==> config.mk <==
export PLATFORM = sky130hd
export DESIGN_NAME = uart_tx_buffered
export DESIGN_NICKNAME = d
export VERILOG_FILES = /design/src/rtl/uart_pkg.sv /design/src/rtl/uart_sync_fifo.sv /design/src/rtl/uart_tx_buffered.sv
export SDC_FILE = /design/constraint.sdc
export NUM_CORES = 1
export LEC_CHECK = 0
export BUFFER_PORTS_ARGS = -buffer_cell sky130_fd_sc_hd__buf_4
export CAP_MARGIN = 20
export CORE_ASPECT_RATIO = 1.1
export CORE_MARGIN = 3
export CORE_UTILIZATION = 35
export DETAILED_ROUTE_END_ITERATION = 8
export GPL_TIMING_DRIVEN = 0
export PLACE_DENSITY = 0.62
export SLEW_MARGIN = 25
export SYNTH_ARGS = -nofsm -noshare
export SYNTH_HDL_FRONTEND = slang
export SYNTH_SLANG_ARGS = --single-unit
==> constraint.sdc <==
create_clock -name clk_i -period 3.9 [get_ports clk_i]
set_input_delay 0.585 -clock clk_i [delete_from_list [all_inputs] [get_ports clk_i]]
set_output_delay 0.585 -clock clk_i [all_outputs]
set_load 0.02 [all_outputs]
==> src/rtl/uart_pkg.sv <==
// Shared UART definitions: line FSM states and the bit-period helper.
package uart_pkg;

   typedef enum logic [2:0] {
      IDLE,
      START,
      DATA,
      PARITY,
      STOP
   } uart_state_t;

   function automatic int baud_period(int clk_khz, int bods);
      return (clk_khz * 1000) / bods;
   endfunction

endpackage

==> src/rtl/uart_sync_fifo.sv <==
// Single-clock word FIFO; full/empty come straight from the registered count.
module uart_sync_fifo #(
   parameter int WIDTH = 8,
   parameter int DEPTH = 8
) (
   input  logic                     clk,
   input  logic                     rst,
   input  logic                     push,
   input  logic [WIDTH-1:0]         wdata,
   input  logic                     pop,
   output logic [WIDTH-1:0]         rdata,
   output logic                     full,
   output logic                     empty,
   output logic [$clog2(DEPTH):0]   count
);

   localparam int AW = $clog2(DEPTH);
   localparam logic [AW:0] ONE = 1;

   logic [WIDTH-1:0] mem [DEPTH];
   logic [AW-1:0]    wptr;
   logic [AW-1:0]    rptr;
   logic             do_push;
   logic             do_pop;

   assign full    = (count == (AW+1)'(DEPTH));
   assign empty   = (count == '0);
   assign do_push = push && !full && !rst;
   assign do_pop  = pop && !empty && !rst;
   assign rdata   = mem[rptr];

   always_ff @(posedge clk) begin
      if (do_push) begin
         mem[wptr] <= wdata;
      end
   end

   always_ff @(posedge clk) begin
      if (rst) begin
         wptr  <= '0;
         rptr  <= '0;
         count <= '0;
      end else begin
         if (do_push) begin
            wptr <= wptr + AW'(1);
         end
         if (do_pop) begin
            rptr <= rptr + AW'(1);
         end
         unique case ({do_push, do_pop})
            2'b10:   count <= count + ONE;
            2'b01:   count <= count - ONE;
            default: count <= count;
         endcase
      end
   end

endmodule

==> src/rtl/uart_tx_buffered.sv <==
// Buffered UART transmitter: FIFO-fed frame serializer with optional even parity.
module uart_tx_buffered
   import uart_pkg::*;
#(
   parameter int CLK_KHZ     = 100000,
   parameter int BODS        = 9600,
   parameter int DATA_AMOUNT = 8,
   parameter int FIFO_DEPTH  = 8,
   parameter int PARITY_EN   = 0
) (
   input  logic                          clk_i,
   input  logic                          rst_i,
   input  logic                          valid_i,
   input  logic [DATA_AMOUNT-1:0]        data_i,
   output logic                          ready_o,
   output logic                          tx_o,
   output logic                          busy_o,
   output logic [$clog2(FIFO_DEPTH):0]   count_o
);

   localparam int PERIOD = baud_period(CLK_KHZ, BODS);
   localparam int CW     = $clog2(PERIOD + 1);
   localparam int BW     = $clog2(DATA_AMOUNT + 1);

   uart_state_t             state;
   logic [CW-1:0]           baud;
   logic [BW-1:0]           bit_idx;
   logic [DATA_AMOUNT-1:0]  shift;
   logic                    par;
   logic [DATA_AMOUNT-1:0]  head;
   logic                    full;
   logic                    empty;
   logic                    pop;
   logic                    tc;
   logic                    line;

   uart_sync_fifo #(
      .WIDTH (DATA_AMOUNT),
      .DEPTH (FIFO_DEPTH)
   ) u_fifo (
      .clk   (clk_i),
      .rst   (rst_i),
      .push  (valid_i),
      .wdata (data_i),
      .pop   (pop),
      .rdata (head),
      .full  (full),
      .empty (empty),
      .count (count_o)
   );

   assign ready_o = !full;
   assign tc      = (baud == CW'(PERIOD - 1));
   assign pop     = !empty && ((state == IDLE) || (state == STOP && tc));

   // tx_o lags the state by one edge, so every bit keeps a full period
   always_comb begin
      line = 1'b1;
      unique case (state)
         START:   line = 1'b0;
         DATA:    line = shift[0];
         PARITY:  line = par;
         default: line = 1'b1;
      endcase
   end

   always_ff @(posedge clk_i) begin
      if (rst_i) begin
         state   <= IDLE;
         baud    <= '0;
         bit_idx <= '0;
         shift   <= '0;
         par     <= 1'b0;
         tx_o    <= 1'b1;
         busy_o  <= 1'b0;
      end else begin
         tx_o <= line;
         unique case (state)
            IDLE: begin
               baud <= '0;
               if (!empty) begin
                  state  <= START;
                  shift  <= head;
                  par    <= ^head;
                  busy_o <= 1'b1;
               end
            end
            START: begin
               if (tc) begin
                  baud    <= '0;
                  bit_idx <= '0;
                  state   <= DATA;
               end else begin
                  baud <= baud + CW'(1);
               end
            end
            DATA: begin
               if (tc) begin
                  baud  <= '0;
                  shift <= shift >> 1;
                  if (bit_idx == BW'(DATA_AMOUNT - 1)) begin
                     state <= (PARITY_EN != 0) ? PARITY : STOP;
                  end else begin
                     bit_idx <= bit_idx + BW'(1);
                  end
               end else begin
                  baud <= baud + CW'(1);
               end
            end
            PARITY: begin
               if (tc) begin
                  baud  <= '0;
                  state <= STOP;
               end else begin
                  baud <= baud + CW'(1);
               end
            end
            STOP: begin
               if (tc) begin
                  baud <= '0;
                  // back-to-back frames: next start bit follows the stop bit
                  if (!empty) begin
                     state <= START;
                     shift <= head;
                     par   <= ^head;
                  end else begin
                     state  <= IDLE;
                     busy_o <= 1'b0;
                  end
               end else begin
                  baud <= baud + CW'(1);
               end
            end
            default: state <= IDLE;
         endcase
      end
   end

endmodule

=== Word-level counts from Yosys, hierarchy flattened ===
Memory sizes are Yosys's and may differ from the RTL's. A register that Yosys moved wholly into a read port is not among the register bits.
Index checks and enable logic that the tools add are counted.

* Equality and inequality tests: 17
* Add/sub/neg operators: 6
* Mux-type cells: 31
* Reduce and logical (&&, ||, !) cells: 24

{| class="wikitable"
|+ Operators with widths
! cell !! count
|-
| $pmux W14 S2 || 1
|-
| $mux W3 || 8
|-
| $mux W8 || 3
|-
| $pmux W8 S3 || 1
|-
| $ne A2 B2 Y1 const B || 8
|-
| $pmux W4 S2 || 2
|-
| $pmux W3 S5 || 1
|-
| $add A14 B1 Y14 const B || 1
|-
| $eq A14 B14 Y1 const B || 1
|-
| $mux W14 || 1
|-
| $mux W4 || 3
|-
| $add A4 B1 Y4 const B || 2
|-
| $mux W1 || 8
|-
| $reduce_and A4 Y1 || 2
|-
| $reduce_bool A2 Y1 || 4
|-
| $reduce_xor A8 Y1 || 1
|-
| $add A3 B1 Y3 const B || 2
|-
| $eq A3 B2 Y1 const B || 2
|-
| $logic_and A1 B1 Y1 || 6
|-
| $reduce_and A6 Y1 || 1
|-
| $eq A4 B3 Y1 const B || 1
|-
| $eq A4 B4 Y1 const B || 1
|-
| $logic_not A4 Y1 || 1
|-
| $pmux W1 S2 || 2
|-
| 13 further kinds || 15
|}

* Logic and storage cells: 89
* Output and inout port bits: 7
* Bits in writable memories: 64
* Memories: 1
* Register bits after elaboration: 42

{| class="wikitable"
|+ Memory list
! name !! words !! bits a word !! read ports !! clocked after memory_dff !! wr ports !! line !! RTL
|-
| u_fifo.mem || 8 || 8 || 1 || 1 || 1 || uart_sync_fifo.sv:20 || <nowiki>logic [WIDTH-1:0] mem [DEPTH];</nowiki>
|}

=== Logic depth before layout (Yosys ltp) ===
Gate-level depths: netlist of run 1.

* Word-level depth: 8
* Depth in mapped cells: 12

=== By module ===
Synthesis of run 1 repeated with hierarchy kept, for this count alone.

* Cells, all modules: 367
* Area, all modules: 4981.0 µm²

{| class="wikitable"
|+ By module, submodules not included
! module !! cells each !! area an instance (µm²) !! times used
|-
| uart_sync_fifo || 170 || 3155.5 || 1
|-
| uart_tx_buffered || 197 || 1825.5 || 1
|}

=== Worst setup path after synthesis of run 1 ===
OpenSTA, ideal clock, no wires.

* Path kind: flip-flop to flip-flop
* Start point: register baud[7]
* End point: register u_fifo.count[2]
* Period minus slack after synthesis: 2754 ps
* Setup slack: 1146 ps
* Library setup time: 71 ps
* Path buffers: 0
* Cell stages (with the launch flop): 12
* Arrival: 2683 ps
* Path through: dfxtp_1 > nor4bb_1 > nand4_1 > a21oi_1 > nor2b_1 > ha_1 > xor2_1 > ha_1 > a21oi_1 > xor2_1 > or3_1 > a21oi_1

* Word-level cells in the longest chain between the ends: 8
* Elaborated cells between the ends (all ways): 10
* Those cells by class: eq/ne (3); mux (1); reduce/logical (6)

{| class="wikitable"
|+ Ends and longest elaborated chain
! item !! line !! RTL
|-
| start, declared || uart_tx_buffered.sv:26 || <nowiki>logic [CW-1:0] baud;</nowiki>
|-
| start signal, assigned || uart_tx_buffered.sv:94 || <nowiki>baud <= baud + CW'(1);</nowiki>
|-
| start signal, assigned || uart_tx_buffered.sv:107 || <nowiki>baud <= baud + CW'(1);</nowiki>
|-
| start signal, assigned || uart_tx_buffered.sv:115 || <nowiki>baud <= baud + CW'(1);</nowiki>
|-
| $eq A14 B14 Y1 * || uart_tx_buffered.sv:53 || <nowiki>assign tc = (baud == CW'(PERIOD - 1));</nowiki>
|-
| $logic_and A1 B1 Y1 * || uart_tx_buffered.sv:54 || <nowiki>assign pop = !empty && ((state == IDLE) || (state == STOP && tc));</nowiki>
|-
| $logic_or A1 B1 Y1 * || uart_tx_buffered.sv:54 ||
|-
| $logic_and A1 B1 Y1 * || uart_tx_buffered.sv:54 ||
|-
| $logic_and A1 B1 Y1 * (2 in a row) || uart_sync_fifo.sv:29 || <nowiki>assign do_pop = pop && !empty && !rst;</nowiki>
|-
| $eq A2 B1 Y1 / $eq A2 B2 Y1 (equally long branches) || uart_sync_fifo.sv:50 || <nowiki>unique case ({do_push, do_pop})</nowiki>
|-
| $pmux W4 S2 / $reduce_bool A2 Y1 (equally long branches) || n/a ||
|-
| end signal, assigned || uart_sync_fifo.sv:51 || <nowiki>2'b10: count <= count + ONE;</nowiki>
|-
| end signal, assigned || uart_sync_fifo.sv:52 || <nowiki>2'b01: count <= count - ONE;</nowiki>
|-
| end signal, assigned || uart_sync_fifo.sv:53 || <nowiki>default: count <= count;</nowiki>
|-
| end, declared || uart_sync_fifo.sv:14 || <nowiki>output logic [$clog2(DEPTH):0] count</nowiki>
|}

Mark *: on every way between the ends. The rest lies on a longest branch, timed or not.
A chain may end at the register's enable or synchronous reset.

=== Worst setup path after layout of run 1 ===
Same ends and word-level chain as after synthesis.

==> results of run 1 <==
==> cell families (layout without fill, tap and decap cells) <==
group                    Yosys count  in the layout  share of synthesized area (%)
buffers and inverters             19             53                           2.03
XOR/XNOR                          36             36                           6.39
AO/OA/AOI/OAI                     52             52                           6.19
adder cells (fa/ha/maj)            7              7                           1.77
AND/OR/NAND/NOR                  128            128                           12.4
multiplexers                      39             39                           14.0
flip-flops                       109            109                           57.2
==> area by class of cell <==
cell class              instances  share of cell area, %
flip-flops and latches        109                   50.4
multi-input cells             262                   36.2
well taps                     184                   4.11
clock buffers                  10                   4.09
repair buffers                 18                   2.41
plain buffers                  16                   1.59
clock inverters                 6                   1.01
inverters                       3                  0.201
==> per-layer routing <==
layer  global-route usage (%)  wire length, um
met2                     22.6             4770
met5                        0                0
met1                     14.5             3980
met4                     6.27              214
met3                     2.63              270
==> through the flow <==
stage	utilization, %	hold WS (ns)	area [sq um]
global placement	39.2	0.453	5290
floorplan	-	0.444	4940
finish	41.5	0.458	5600
global route	41.5	0.448	5600
CTS	41.5	0.450	5600
detailed placement	39.4	0.465	5310
==> cells in the final DEF, fill, tap and decap left out, drive strengths merged, types with 3 or more instances in the layout <==
cell type and instances:
and3 4, dfxtp 45, ha 7, o21ai 18, a21oi 21, xor2 10, nand3 16, or3 5
edfxtp 64, nor2b 7, mux4 20, a31oi 3, buf 22, nor2 44, inv 6, clkbuf 22
xnor2 26, nand2 28, nor3 6, mux2i 19
==> registers in the layout (all words and copies together) (netlist names), named ones only <==
signal / flops
u_fifo.wptr: 3
baud: 14
u_fifo.mem: 64
tx_o: 1
busy_o: 1
u_fifo.rptr: 3
bit_idx: 4
u_fifo.count: 4
shift: 8
par: 1
state: 3
==> synthesized netlist by cell type (4+ instances only) <==
master	n	area share (%)
a21oi_1	20	2.0
mux4_1	10	5.3
mux2i_1	18	3.7
edfxtp_1	64	39
dfxtp_1	45	18
mux4_2	10	4.6
clkbuf_1	12	0.91
or3_1	5	0.63
nand3_1	16	1.6
nor2_1	44	3.3
nor2b_1	7	0.89
nor3_1	6	0.61
nand2_1	28	2.1
xnor2_1	26	4.6
xor2_1	10	1.8
ha_1	7	1.8
o21ai_0	18	1.8
and3_1	4	0.51
==> power by group <==
| group | internal (uW) | switching, uW |
|---|---|---|
| sequential | 1330 | 74.9 |
| combinational | 413 | 456 |
| clock | 447 | 432 |
==> worst reg2reg max path, cell delays in order (launching register included) <==
cell and delay (ns):
dfxtp_1 0.41, nor4bb_1 0.40, nand4_1 0.22, a21oi_1 0.57
nor2b_1 0.26, ha_1 0.27, xor2_1 0.17, ha_1 0.16
a21oi_1 0.05, xor2_1 0.16, or3_1 0.31, a21oi_1 0.14
==> worst min path at each step <==
stage,start,end,cells past startpoint
6_report,data_i[7],u_fifo.mem[3][7],1
5_1_grt,data_i[6],u_fifo.mem[0][6],1
4_1_cts,data_i[0],u_fifo.mem[7][0],1
3_5_place_dp,baud[1],baud[1],2
3_3_place_gp,baud[1],baud[1],2
2_1_floorplan,baud[1],baud[1],2
==> results.toml, run 1 <==
[status]
status = "finished, final reports clean"

[worst_setup_path]
crit_buf_inv = 0
critPathCapture = "u_fifo.count[2]"
r2r_cells = 11
startpoint = "baud[7]"
r2r-end = "u_fifo.count[2]"
crit_path_frequent_cell = "a21oi_1"
crit_slowest_cell = "a21oi_1"
reg2reg_slack_ns = 0.73
critPathLaunchType = "flop"
crit_arrival_ns = 3.46
crit_type = "reg -> reg"
worstPathCellList = "nor4bb_1 > nand4_1 > a21oi_1 > nor2b_1 > ha_1 > xor2_1 > ha_1 > a21oi_1 > xor2_1 > or3_1 > a21oi_1"
critPathRequiredTime_ns = 4.19
slowest_delay_ns = 0.57
critPathCaptureType = "flop"
cpLargestDelayFamily = "simple AND/OR/NAND/NOR gates"
r2r-start = "baud[7]"
crit_fanout = 7
path_depth = 11

[finish]
fin_nets = 437
syn_to_final_growth_pct = 13.4
drive_gt1_share_pct = 12.7
multi_input_area_sq_um = 2020
regArea_sq_um = 2820
diodes = 0
finalNonFillerCells = 608
nFillCells = 1281

[min_path]
min_path_type = "in -> reg"

[sta]
max_freq_mhz = 315
maxSlewHeadroom_pct = 36.3
tns_ns = 0
finalSetupViolCount = 0
finalClockSkew_ns = 0.00978
hold_viol = 0
worst_pin_slew_ns = 0.953
slew_viol_final = 0
rsz0062_at_grt = "false"
setup_ws_ns = 0.728
finalCriticalPeriod_ns = 3.17
fin_crit_sh_pct = 81.3

[global_routing]
grt_start_max_net_pins = 20
grt_antenna_before_repair = 0
grt_pass1_vias = 3015
grt_pass1_wl_um = 15200
grt_usage_pct = 12.7
grt_overflow = 0

[clocking]
clkTransAtPathRegs_ns = 0.07
cts_repair_resize_count = 0
cts_buffers = 9
h-tree-depth = 3
cts_sinks = 109
hold_buffers = 0
cts_tree = "built"
cts_setup_buffers = 0
clock_tree.buffer_depth = 2
cts_root_buf = "clkbuf_16"
insertion_delay_ns = 0.36

[die]
rows = 44
die_x_um = 119
die_h_um = 131
core_region_area_sq_um = 13500
initial_core_util_pct = 36.6
io_pins = 18
dieArea_sq_um = 15600

[logic_synthesis]
ys_seq_area_share_pct = 57.2
postSynthNetCount = 408
syn_avg_cell_area_sq_um = 12.7
async_flop_share_pct = 0
syn_inst = 390
ys_ff_latch = 109
yosysUniqueCellTypes = 46
yosys_warnings = 0
synth_edf_count = 64
ys.flop_type = "edfxtp_1"
synth_area_sq_um = 4940

[power]
power_uw = 3150
ir_drop_mv = 0.303
p_leak_uw = 0.00182
cellPowerDensity_nw_per_um2 = 563

[drt]
viasPerCell = 4.99
first_pass_iters = 4
drt_drc_violations_left = 0
num_vias = 3034
drtIter0Drc = 113
final_antenna_net_count = 0
wire_per_inst_um = 15.2
wl_um = 9230

[place]
port_buffers = 17
dp_hpwl_um = 6380
place_inst = 592
globalplace.congestion = 0.788
detailedPlace.worstSlack_ns = 0.765

[run]
drv_cap = 0
Note: power is estimated with default switching activity, not from simulation.
==> inputs of run 2 (changes only) <==
--- a/config.mk
+++ b/config.mk
@@ -12,7 +12,7 @@
 export CORE_UTILIZATION = 35
 export DETAILED_ROUTE_END_ITERATION = 8
 export GPL_TIMING_DRIVEN = 0
-export PLACE_DENSITY = 0.62
+export PLACE_DENSITY = 0.64
 export SLEW_MARGIN = 25
 export SYNTH_ARGS = -nofsm -noshare
 export SYNTH_HDL_FRONTEND = slang
==> constraint.sdc (replaced) <==
create_clock -name clk_i -period 2.9 [get_ports clk_i]
set_input_delay 0.435 -clock clk_i [delete_from_list [all_inputs] [get_ports clk_i]]
set_output_delay 0.435 -clock clk_i [all_outputs]
set_load 0.02 [all_outputs]
==> results.toml, run 2 (synthesized netlist as in run 1, its figures left out) <==
[worst_setup_path]
crit_arrival_ns = 3.01
critPathCaptureType = "flop"
critPathRequiredTime_ns = 3.18
worstPathCellList = "ha_1 > and3_2 > nand4_1 > a21oi_4 > nor2b_2 > ha_2 > xor2_1 > ha_1 > a21oi_1 > xor2_1 > or3_1 > a21oi_1"
slowest_delay_ns = 0.38
crit_fanout = 5
critPathLaunchType = "flop"
crit_type = "reg -> reg"
crit_slowest_cell = "dfxtp_1"

[die]
die_x_um = 119
core_region_area_sq_um = 13500
io_pins = 18
initial_core_util_pct = 36.6
rows = 44
dieArea_sq_um = 15600
die_h_um = 131

[clocking]
cts_sinks = 109
clkTransAtPathRegs_ns = 0.07
h-tree-depth = 3
clock_tree.buffer_depth = 2
insertion_delay_ns = 0.35
cts_tree = "built"
hold_buffers = 0
cts_buffers = 9
cts_root_buf = "clkbuf_16"

[finish]
post-route-util_pct = 42.0
drive_gt1_share_pct = 15.2
layout_common_cells = "edfxtp_1, nor2_1, dfxtp_1"
syn_to_final_growth_pct = 14.8
largest-register = "u_fifo.mem"
diodes = 0
finalNonFillerCells = 613
layout_commonest_cell = "edfxtp_1"
top_regs = "u_fifo.mem x64, baud x14, shift x8"
largest_reg_flops = 64
nFillCells = 1233
fin_nets = 442

[place]
port_buffers = 17
dp_hpwl_um = 6650
place_inst = 593
detailedPlace.worstSlack_ns = -0.219
globalplace.congestion = 0.779

[sta]
finalCriticalPeriod_ns = 2.73
fin_crit_sh_pct = 94.1
finalClockSkew_ns = 0.00482
worst_pin_slew_ns = 0.927
setup_ws_ns = 0.172
max_freq_mhz = 367
finalSetupViolCount = 0
maxSlewHeadroom_pct = 38.0
hold_viol = 0
slew_viol_final = 0

[drt]
final_antenna_net_count = 0
num_vias = 3086
viasPerCell = 5.03
drtIter0Drc = 97
wire_per_inst_um = 15.2
first_pass_iters = 4
drt_drc_violations_left = 0
wl_um = 9320

[global_routing]
grt_overflow = 0
busiest_layer = "met2"
grt_antenna_before_repair = 0
grt_pass1_wl_um = 15200
met3_usage_pct = 2.28
grt_usage_pct = 12.6
grt_start_max_net_pins = 20
grt_use_met2_pct = 23.3
grt_pass1_vias = 3011
met1_usage_pct = 14.1

[power]
p_leak_uw = 0.00185
switching_share_pct = 30.0
internal-power_uw = 3000
p_clk_share_pct = 27.3
ir_drop_mv = 0.389
power_uw = 4280
cellPowerDensity_nw_per_um2 = 755
power_frac_comb_pct = 28.6
p_seq_share_pct = 44.1
power_switching_uw = 1280

[run]
drv_cap = 0

[status]
status = "finished, final reports clean"

[min_path]
min_path_type = "in -> reg"
run 2: changes by cell type in the layout (fill, tap and decap cells not counted), sizes merged:
| cell | delta |
|---|---|
| clkbuf | -1 |
| buf | +5 |
| inv | -1 |
| clkinv | +2 |
run 2: worst paths after layout:
| check | from | to | slack [ns] | cells past startpoint |
|---|---|---|---|---|
| hold reg to reg | baud[1] | baud[1] | 0.48 | 2 |
| setup / recovery | baud[0] | u_fifo.count[2] | 0.17 | 12 |
| setup reg to reg | baud[0] | u_fifo.count[2] | 0.17 | 12 |
| hold / removal | data_i[0] | u_fifo.mem[0][0] | 0.31 | 1 |
run 2: area by class of cell:
type | count | area [sq um] | share of cell area [%]
timing repair buffer | 23 | 173 | 3.05
tap | 184 | 230 | 4.06
multi-input combinational | 262 | 2060 | 36.3
clock buffer | 9 | 225 | 3.97
sequential | 109 | 2820 | 49.8
inverter | 3 | 11.3 | 0.199
clock inverter | 7 | 60.1 | 1.06
buffer | 16 | 88.8 | 1.57
run 2: critical path, delay by kind of cell (launching register included):
family,cells,cell delay [ns]
and+or+nand+nor,4,0.96
adders and majority gates,3,0.57
AOI/OAI and AO/OA,3,0.44
DFF,1,0.38
xor gates and xnor gates,2,0.32
run 2: what timing repair did:
item,4_1_cts,5_1_grt
endpoints found under the setup margin,2,2
buffers inserted,0,4
pin swaps,1,2
resized for setup,3,5
run 2: metal layers:
metal	share of wire, %	vias up
li1	-	1522
met1	41	1511
met2	54	42
met3	2.6	11
met4	2.0	0
met5	0	-
run 2: power groups by stage:
stage	clock network, uW	logic, uW	registers [uW]
3_5_place_dp	0	1170	1920
3_3_place_gp	0	1150	1920
4_1_cts	1200	1190	1890
6_report	1170	1230	1890
2_1_floorplan	0	888	1930
5_1_grt	1270	1370	1910
run 2: through the flow:
stage | hold WS, ns | TNS, ns | area, sq um
4_1_cts | 0.301 | 0 | 5620
5_1_grt | 0.310 | -0.0234 | 5670
2_1_floorplan | 0.444 | 0 | 4940
3_3_place_gp | 0.459 | -0.341 | 5290
6_report | 0.312 | 0 | 5670
3_5_place_dp | 0.472 | -0.356 | 5320
==> inputs of run 3 (changes only) <==
--- a/config.mk
+++ b/config.mk
@@ -5,6 +5,7 @@
 export SDC_FILE = /design/constraint.sdc
 export NUM_CORES = 1
 export LEC_CHECK = 0
+export ABC_AREA = 1
 export BUFFER_PORTS_ARGS = -buffer_cell sky130_fd_sc_hd__buf_4
 export CAP_MARGIN = 20
 export CORE_ASPECT_RATIO = 1.1
==> results.toml, run 3 <==
[finish]
top_regs = "u_fifo.mem x64, baud x14, shift x8"
finalNonFillerCells = 860
post-route-util_pct = 40.7
syn_to_final_growth_pct = 12.4
layout_commonest_cell = "nand2_1"
nFillCells = 1473
fin_nets = 681
regArea_sq_um = 2820
multi_input_area_sq_um = 2010
layout_common_cells = "nand2_1, inv_1, edfxtp_1"
largest-register = "u_fifo.mem"
diodes = 0
largest_reg_flops = 64
drive_gt1_share_pct = 11.5

[clocking]
h-tree-depth = 3
clock_tree.buffer_depth = 2
cts_sinks = 109
cts_buffers = 9
insertion_delay_ns = 0.35
cts_root_buf = "clkbuf_16"
cts_setup_buffers = 0
clkTransAtPathRegs_ns = 0.07
cts_tree = "built"

[logic_synthesis]
async_flop_share_pct = 0
synth_edf_count = 64
synth_most_common_cell = "nand2_1"
yosysUniqueCellTypes = 42
synth_area_leader_cell = "edfxtp_1"
synth_area_sq_um = 5300
postSynthNetCount = 653
ys.flop_type = "edfxtp_1"
syn_avg_cell_area_sq_um = 8.34
synth_commonest_cells = "nand2_1, inv_1, edfxtp_1"
ys_ff_latch = 109
synthTopCellsByArea = "edfxtp_1, dfxtp_1, nand2_1"
yosys_warnings = 0
syn_inst = 635
yosysTopAreaCellShare_pct = 36.3
ys_seq_area_share_pct = 53.3

[worst_setup_path]
r2r_cells = 14
crit_fanout = 6
r2r-end = "u_fifo.count[3]"
r2r-start = "baud[1]"
critPathRequiredTime_ns = 3.14
startpoint = "baud[1]"
critPathCaptureType = "flop"
reg2reg_slack_ns = 0.37
crit_arrival_ns = 2.77
critPathLaunchType = "flop"
crit_type = "reg -> reg"
critPathCapture = "u_fifo.count[3]"

[sta]
rsz0062_at_grt = "false"
finalClockSkew_ns = 0.00586
fin_crit_sh_pct = 87.3
finalSetupViolCount = 0
whs_ns = 0.318
tns_ns = 0
finalCriticalPeriod_ns = 2.53
worst_pin_slew_ns = 1.01
slew_viol_final = 0
max_freq_mhz = 395
hold_viol = 0
maxSlewHeadroom_pct = 32.7

[global_routing]
grt_pass1_vias = 3870
grt_usage_pct = 14.7
grt_pass1_wl_um = 18800
grt_start_max_net_pins = 17
grt_antenna_before_repair = 0
grt_overflow = 0

[drt]
viasPerCell = 4.69
drt_drc_violations_left = 0
drtIter0Drc = 243
wl_um = 11300
wire_per_inst_um = 13.2
num_vias = 4034
first_pass_iters = 6
final_antenna_net_count = 0

[power]
power_switching_uw = 1980
switching_share_pct = 38.8
p_clk_share_pct = 23.4
internal-power_uw = 3120
cellPowerDensity_nw_per_um2 = 856
ir_drop_mv = 0.409
power_frac_comb_pct = 39.7
p_seq_share_pct = 37.0
p_leak_uw = 0.00257

[place]
dp_hpwl_um = 7710
port_buffers = 17
globalplace.congestion = 0.825
place_inst = 844

[die]
die_h_um = 135
rows = 46
core_region_area_sq_um = 14600
io_pins = 18
die_x_um = 123
initial_core_util_pct = 36.2
dieArea_sq_um = 16600

[min_path]
holdPathStages = 1
min_path_type = "in -> reg"
hp-start = "data_i[1]"

[run]
drv_cap = 0

[status]
status = "finished, final reports clean"
run 3: cell types whose count changed after synthesis, moves of 10 or more:
cell | previous run | this run
mux4_1 | 10 | 0
a21oi_1 | 20 | 30
mux4_2 | 10 | 0
inv_2 | 0 | 12
inv_1 | 3 | 89
nor2_1 | 44 | 33
nand2_1 | 28 | 203
nand3_1 | 16 | 60
xnor2_1 | 26 | 1
mux2i_1 | 18 | 0
run 3: power groups by stage:
| stage | clock, uW | combinational [uW] | sequential [uW] |
|---|---|---|---|
| 3_3_place_gp | 0 | 2010 | 1920 |
| 3_5_place_dp | 0 | 2030 | 1920 |
| 5_1_grt | 1290 | 2320 | 1910 |
| 2_1_floorplan | 0 | 1500 | 1940 |
| 4_1_cts | 1210 | 2040 | 1880 |
| 6_report | 1190 | 2020 | 1880 |
run 3: worst max-delay path: stages, from the launching register on:
cell      delay, ns
dfxtp_1        0.36
ha_1           0.18
nand2_1        0.08
nor2_2         0.16
nand3_2        0.18
nand2_1        0.12
nand2_1        0.10
inv_1          0.17
ha_1           0.26
xor2_1         0.21
nand3b_1       0.12
a21oi_1        0.14
o21ai_0        0.12
o21ai_0        0.17
a21oi_1        0.05
run 3: timing repair:
item	in CTS	in global routing
endpoints found under the hold margin	0	0
resized for setup	0	1
endpoints found under the setup margin	0	2
hold buffers	0	0
run 3: how the worst min path moves through the flow:
stage                            end
floorplan                       flop
global placement                flop
detailed placement              flop
CTS                 u_fifo.mem[2][1]
global route        u_fifo.mem[1][2]
finish              u_fifo.mem[2][1]
run 3: kinds of logic (layout without fill, tap and decap cells):
group	count (synthesis)	after routing	share of synthesized area, %
AOI/OAI and AO/OA	69	69	8.27
xor gates and xnor gates	4	4	0.662
adders and majority gates	7	7	1.65
buffers and inverters	119	152	8.93
DFF	109	109	53.3
and+or+nand+nor	327	327	27.2
run 3: through the flow:
step	worst slack, ns	total power (uW)	instance area (sq um)
3_5_place_dp	0.244	3940	5660
6_report	0.368	5100	5950
4_1_cts	0.312	5140	5950
3_3_place_gp	0.252	3920	5660
2_1_floorplan	0.657	3430	5300
5_1_grt	0.0291	5510	5950
run 3: layer usage:
layer  track usage (%)  wire length [um]  vias to the layer above  part of all wire (%)
met3              2.35               609                       20                   5.4
met4              5.97               231                        0                   2.0
met2              23.8              5480                       86                    48
met5                 0                 0                        -                     0
met1              19.5              5020                     1826                    44
li1                  -                 -                     2102                     -
run 3: final cells by class:
cell class / count / area share [%]
clock inverters: 6 / 0.904
plain buffers: 18 / 1.58
well taps: 192 / 4.04
flip-flops and latches: 109 / 47.4
inverters: 101 / 6.37
clock buffers: 10 / 3.85
multi-input cells: 407 / 33.7
repair buffers: 17 / 2.14
